[config.mk]
export PLATFORM = sky130hd
export DESIGN_NAME = slow_clk_monitor_flat
export DESIGN_NICKNAME = d
export VERILOG_FILES = /design/src/rtl/slow_clk_monitor_if.sv /design/src/rtl/slow_clk_monitor.sv /design/src/flat_wrapper.sv
export SDC_FILE = /design/constraint.sdc
export NUM_CORES = 1
export LEC_CHECK = 0
export ABC_AREA = 0
export CAP_MARGIN = 20
export CORE_MARGIN = 1
export CORE_UTILIZATION = 45
export DETAILED_ROUTE_END_ITERATION = 6
export MAX_ROUTING_LAYER = met4
export PLACE_DENSITY = 0.67
export SKIP_LAST_GASP = 1
export SYNTH_ARGS = -nofsm -noshare
export SYNTH_HDL_FRONTEND = slang
export SYNTH_SLANG_ARGS = --single-unit
[constraint.sdc]
create_clock -name clk -period 2.1 [get_ports clk]
set_clock_uncertainty 0.1 [all_clocks]
set_input_delay 0.315 -clock clk [delete_from_list [all_inputs] [get_ports clk]]
set_output_delay 0.315 -clock clk [all_outputs]
set_load 0.01 [all_outputs]
[src/rtl/slow_clk_monitor_if.sv]
// Bundles the monitored slow clock and the measurement results of slow_clk_monitor.
// slave: the monitor itself; master: whoever drives slow_in and consumes the results.
interface slow_clk_monitor_if #(
    parameter int W = 32
);
    logic         slow_in;
    logic         rise_pulse;
    logic         fall_pulse;
    logic [W-1:0] period;
    logic         period_valid;
    logic         stall;

    modport slave (
        input  slow_in,
        output rise_pulse,
        output fall_pulse,
        output period,
        output period_valid,
        output stall
    );

    modport master (
        output slow_in,
        input  rise_pulse,
        input  fall_pulse,
        input  period,
        input  period_valid,
        input  stall
    );
endinterface

[src/rtl/slow_clk_monitor.sv]
// Synchronises a slow clock into clk, emits rise/fall enables (SYNC_STAGES edges after sampling),
// measures rising-edge period and flags a stalled slow clock; no backpressure, outputs always live.
module slow_clk_monitor #(
    parameter int SYNC_STAGES = 2,
    parameter int W           = 32,
    parameter int TIMEOUT     = 600000
) (
    input  logic                clk,
    input  logic                rst,
    slow_clk_monitor_if.slave   mon
);

    if (SYNC_STAGES < 2) begin : g_bad_sync
        $error("slow_clk_monitor: SYNC_STAGES must be >= 2");
    end
    if (TIMEOUT < 2) begin : g_bad_timeout
        $error("slow_clk_monitor: TIMEOUT must be >= 2");
    end

    localparam logic [W-1:0] CNT_MAX = W'(TIMEOUT - 1);

    typedef enum logic [1:0] {
        IDLE  = 2'd0,
        ARMED = 2'd1,
        RUN   = 2'd2,
        STALL = 2'd3
    } state_t;

    logic [SYNC_STAGES-1:0] sync_q;
    logic                   prev_q;
    logic                   s;
    logic                   rise;
    logic                   fall;
    logic                   rise_q;
    logic                   fall_q;
    logic [W-1:0]           cnt_q;
    logic [W-1:0]           period_q;
    logic                   period_we;
    state_t                 state_q;
    state_t                 state_d;

    // slow_in is asynchronous: only the last synchroniser stage is ever looked at.
    always_ff @(posedge clk) begin
        if (rst) begin
            sync_q <= '0;
            prev_q <= 1'b0;
        end else begin
            sync_q <= {sync_q[SYNC_STAGES-2:0], mon.slow_in};
            prev_q <= s;
        end
    end

    assign s    = sync_q[SYNC_STAGES-1];
    assign rise = s & ~prev_q;
    assign fall = ~s & prev_q;

    always_ff @(posedge clk) begin
        if (rst) begin
            rise_q <= 1'b0;
            fall_q <= 1'b0;
        end else begin
            rise_q <= rise;
            fall_q <= fall;
        end
    end

    // Cycles since the last rising edge; saturation keeps it from wrapping while stalled or idle.
    always_ff @(posedge clk) begin
        if (rst) begin
            cnt_q <= '0;
        end else if (rise) begin
            cnt_q <= '0;
        end else if (cnt_q != CNT_MAX) begin
            cnt_q <= cnt_q + W'(1);
        end
    end

    always_ff @(posedge clk) begin
        if (rst) begin
            state_q <= IDLE;
        end else begin
            state_q <= state_d;
        end
    end

    // A rise on the same cycle the counter saturates takes priority over the stall.
    always_comb begin
        state_d   = state_q;
        period_we = 1'b0;
        case (state_q)
            IDLE: begin
                if (rise) state_d = ARMED;
            end
            ARMED, RUN: begin
                if (rise) begin
                    state_d   = RUN;
                    period_we = 1'b1;
                end else if (cnt_q == CNT_MAX) begin
                    state_d = STALL;
                end
            end
            STALL: begin
                if (rise) state_d = ARMED;
            end
            default: state_d = IDLE;
        endcase
    end

    always_ff @(posedge clk) begin
        if (rst) begin
            period_q <= '0;
        end else if (period_we) begin
            period_q <= cnt_q + W'(1);
        end
    end

    assign mon.rise_pulse   = rise_q;
    assign mon.fall_pulse   = fall_q;
    assign mon.period       = period_q;
    assign mon.period_valid = (state_q == RUN);
    assign mon.stall        = (state_q == STALL);

endmodule
[src/flat_wrapper.sv]
// flat-port wrapper written by rule: the top's interface ports become plain ports
module slow_clk_monitor_flat 
#(
    parameter int SYNC_STAGES = 2,
    parameter int W           = 32,
    parameter int TIMEOUT     = 600000
)
  (clk, rst, mon_slow_in, mon_rise_pulse, mon_fall_pulse, mon_period, mon_period_valid, mon_stall);
  slow_clk_monitor_if #(.W(W)) mon_i ();
  input  logic clk;
  input  logic rst;
  input wire logic [$bits(mon_i.slow_in)-1:0] mon_slow_in;
  output wire logic [$bits(mon_i.rise_pulse)-1:0] mon_rise_pulse;
  output wire logic [$bits(mon_i.fall_pulse)-1:0] mon_fall_pulse;
  output wire logic [$bits(mon_i.period)-1:0] mon_period;
  output wire logic [$bits(mon_i.period_valid)-1:0] mon_period_valid;
  output wire logic [$bits(mon_i.stall)-1:0] mon_stall;
  assign mon_i.slow_in = mon_slow_in;
  assign mon_rise_pulse = mon_i.rise_pulse;
  assign mon_fall_pulse = mon_i.fall_pulse;
  assign mon_period = mon_i.period;
  assign mon_period_valid = mon_i.period_valid;
  assign mon_stall = mon_i.stall;
  slow_clk_monitor #(.SYNC_STAGES(SYNC_STAGES), .W(W), .TIMEOUT(TIMEOUT)) u_core (.clk(clk), .rst(rst), .mon(mon_i));
endmodule
Yosys cells after proc, flatten, opt, wreduce, memory -nomap -nowiden
Cells that the tools add are included.
{"block": "classes", "addsub": 1, "eq_ne": 7, "mux": 6, "n_bitwise": 4, "n_reduce_logical": 5}
{"cell": "adder 32 x 1 -> 32 bit (second input constant)", "count": 1}
{"cell": "== test 32 x 20 -> 1 bit (second input constant)", "count": 1}
{"cell": "inequality test 32 x 20 -> 1 bit (second input constant)", "count": 1}
{"cell": "two-way mux 2 bit", "count": 3}
{"cell": "OR reduction 2 bit", "count": 3}
{"cell": "== test 2 bit (second input constant)", "count": 2}
{"cell": "one-hot mux 2 bit (2 select lines)", "count": 1}
{"cell": "inequality test 3 x 1 -> 1 bit (second input constant)", "count": 1}
{"cell": "bitwise AND 1 bit", "count": 2}
{"cell": "== test 2 x 1 -> 1 bit (second input constant)", "count": 1}
{"cell": "zero test 2 bit", "count": 1}
{"cell": "two-way mux 1 bit", "count": 2}
{"cell": "inequality test 2 x 1 -> 1 bit (second input constant)", "count": 1}
{"cell": "NOT 1 bit", "count": 2}
{"cell": "AND reduction 2 bit", "count": 1}
{"block": "totals", "ff_bits": 71, "inputBits": 3}

Logic depth before layout (Yosys ltp)
{"block": "depth", "depth_word": 4, "mapped_depth": 9}

Worst setup path after synthesis
No wires, ideal clock.
{"block": "synth_path", "kind": "reg2reg", "start": "register u_core.cnt_q[0]", "end": "register u_core.state_q[0]", "setup_time_ps": 88, "arrival_ps": 1713, "required_ps": 1912, "setup_slack_ps": 199, "path_stages_with_launch": 8, "path_cell_list": "dfxtp_1 -> ha_1 -> clkbuf_1 -> and3_2 -> buf_2 -> nand3_4 -> or2_4 -> a311oi_2"}
{"block": "synth_via", "elab_chain_len": 3}
{"element": "start: declaration", "line": "slow_clk_monitor.sv:36", "text": "logic [W-1:0] cnt_q;"}
{"element": "start signal: assignment", "line": "slow_clk_monitor.sv:74", "text": "cnt_q <= cnt_q + W'(1);"}
{"element": "== test 32 x 20 -> 1 bit", "line": "slow_clk_monitor.sv:98", "text": "end else if (cnt_q == CNT_MAX) begin"}
{"element": "inequality test 3 x 1 -> 1 bit (no source line)"}
{"element": "AND reduction 2 bit (no source line)"}
{"element": "end signal: assignment", "line": "slow_clk_monitor.sv:82", "text": "state_q <= state_d;"}
{"element": "end: declaration", "line": "slow_clk_monitor.sv:39", "text": "state_t state_q;"}
No other way between the ends.
A chain may end at the register's enable or synchronous reset.

Worst setup path after layout
{"block": "layout_path", "start": "register u_core.cnt_q[15]", "end": "register u_core.state_q[0]"}
The elaborated chain is that of the path after synthesis.

==> results.tsv <==
metric	value	unit
first-pass GRT wire length	9977	um
synthesized-area fraction occupied by adder cells	1.295	%
via/cell ratio	5.312	
Synth Area in Compound Gates	9.974	%
Layout Nets	358	
synthesized area per cell	9.378	um2
Synth Area in Simple Gates	25.35	%
layout cells sized above 1	10.45	%
die height	82.25	um
Final TNS setup	0	ns
multiplexer area fraction after synthesis	0.6908	%
fmax	518.6	MHz
area of the multi-input gates	0.001369	mm2
core area	0.006061	mm2
status	finished clean	
list of most frequent post-synthesis cells	dfxtp_1, nor2_1, a211oi_1	
Setup violations, final	0	
crit path launch type	flip-flop	
Critical Path Sink Type	flip-flop	
Distinct cells, synth	40	
period utilisation layout	91.82	%
clock sink total	71	
area delta synth->final	21.81	%
Filler cells	545	
Hold Fails Final Rpt	0	
Total Wirelength	5956	um
Longest Clk Path Bufs	2	
Leakage	1.175	nW
Residual DRC	0	
wire per inst	13.88	um
CTS tree	done	
Seq/Total Area, Yosys	49.05	%
Synth area leaders	dfxtp_1, nor2_1, a211oi_1, xor2_1, nand4_1	
Rows	28	
Initial Utilization	47.81	%
Slew Limit Fails	0	
Post-Synth XOR/XNOR Area	9.370	%
post-layout min period	1.928	ns
vias in the first global route	2123	
Synthesis Warnings	0	
drt pass-1 iters	4	
Reg area	0.001421	mm2
drt initial violations	104	
Die Span X	82.25	um
grt total ovfl	0	
die area	0.006764	mm2
largest fanout on the critical path	6	
Syn Nets	315	
HPWL Detailed	4057	um
placer congestion estimate	0.9031	
# IOs	39	
clk slew on worst S/H paths	0.07	ns
Port Buffers	38	
Critical Path RT	2.26	ns
critical path class	flip-flop to flip-flop	
H-Tree Level Count	3	
total track usage	20.28	%
MaxCap Viol Count	0	
Post-CTS Resized	0	
antenna violations before repair	0	
largest family of logic cells by synthesized area	simple AND/OR/NAND/NOR gates	
Synth Flop Type	dfxtp_1	
setup bufs post-CTS	0	
CP arrival	2.09	ns
register bit total from synthesis	71	
Root Buffer	clkbuf_8	
largest net degree at the start of global routing	40	
ys async rst share	0	%
Post-synth EDFFs	0	
Clk Latency, worst-skew pair	0.34	ns
Max-slew headroom	70.05	%
area share of the largest cell type after synthesis	49.05	%
DR vias	2279	
Yosys top cell by area	dfxtp_1	
Peak VDD IR	479.7	uV
# hold bufs at CTS	0	
final core utilization	58.24	%
Slew @ Worst Pin	0.4452	ns
power per cell area	674.6	mW/mm2
diodes inserted	0	
Routed Antenna Nets	0	
Cells after Synth	309	
unrepaired setup endpoints after global routing	false	
Hold Crit Class	flip-flop to flip-flop	
CTS buffer count	9	
Mapped Area	0.002898	mm2
==> kinds of logic (layout without fill, tap and decap cells) <==
| kind of cell | Yosys count | after routing |
|---|---|---|
| AOI/OAI and AO/OA | 39 | 39 |
| xor gates and xnor gates | 31 | 31 |
| adders and majority gates | 3 | 3 |
| buffers and inverters | 21 | 66 |
| DFF | 71 | 71 |
| muxes | 2 | 2 |
| and+or+nand+nor | 142 | 142 |
==> critical path, cell delays in order, from the launching register on <==
cell and delay (ns):
dfxtp_1 0.36, or4b_4 0.56, nor4_4 0.24, nand3_4 0.11, or2_4 0.24, a311oi_2 0.24
==> per-stage QoR <==
step / hold WS (ns) / power [mW] / setup slack, ns / area (um2) / cells
after floorplan: 0.3029 / 1.473 / 0.1986 / 2898 / 309
after global placement: 0.3141 / 1.516 / 0.1888 / 3369 / 416
after detailed placement: 0.3177 / 1.517 / 0.1711 / 3369 / 416
after CTS: 0.3311 / 2.415 / 0.1607 / 3521 / 429
after global routing: 0.3525 / 2.493 / 0.02828 / 3530 / 429
final: 0.3265 / 2.381 / 0.1717 / 3530 / 429
==> worst paths after layout <==
check	cells past startpoint	to	slack (ns)	start
hold reg to reg	1	u_core.mon.fall_pulse	0.33	u_core.sync_q[1]
setup / recovery	5	u_core.state_q[0]	0.17	u_core.cnt_q[15]
hold / removal	1	u_core.mon.fall_pulse	0.33	u_core.sync_q[1]
setup reg to reg	5	u_core.state_q[0]	0.17	u_core.cnt_q[15]
==> cells in the final DEF (no fill, tap or decap), drive strengths merged, types with 4 or more instances in the layout <==
master	n
buf	12
nand2	13
nand4	17
nor3	5
and3	4
xnor2	10
clkdlybuf4s50	38
and4	4
nor2	71
nand3	10
dfxtp	71
a21oi	5
nor4	7
xor2	21
a211oi	32
clkbuf	11
==> flip-flops by register name, summed over array words and instances (netlist names) <==
signal                 cells
u_core.cnt_q              32
u_core.prev_q              1
u_core.state_q             2
u_core.sync_q              2
u_core.mon.period         32
u_core.mon.rise_pulse      1
u_core.mon.fall_pulse      1
==> layout make-up <==
type	instances	share of cell area (%)
Timing Repair Buffer	50	13.68
Clock inverter	2	0.2836
Inverter	3	0.3190
Tap cell	75	2.659
Sequential cell	71	40.27
Multi-Input combinational cell	217	38.78
Clock buffer	11	4.006
==> layer usage <==
metal | vias up | wire length (um) | GRT usage [%]
met1 | 1046 | 2865 | 25.42
met4 | 0 | 79 | 8.947
met2 | 50 | 2722 | 30.66
li1 | 1174 | - | -
met3 | 9 | 287 | 5.275
met5 | - | 0 | -
==> where the power goes <==
part	internal [mW]	switching, mW
combinational	0.0495	0.0588
clock	0.437	0.458
sequential	1.36	0.0130
total	1.85	0.530
Note: power is estimated with default switching activity, not from simulation.
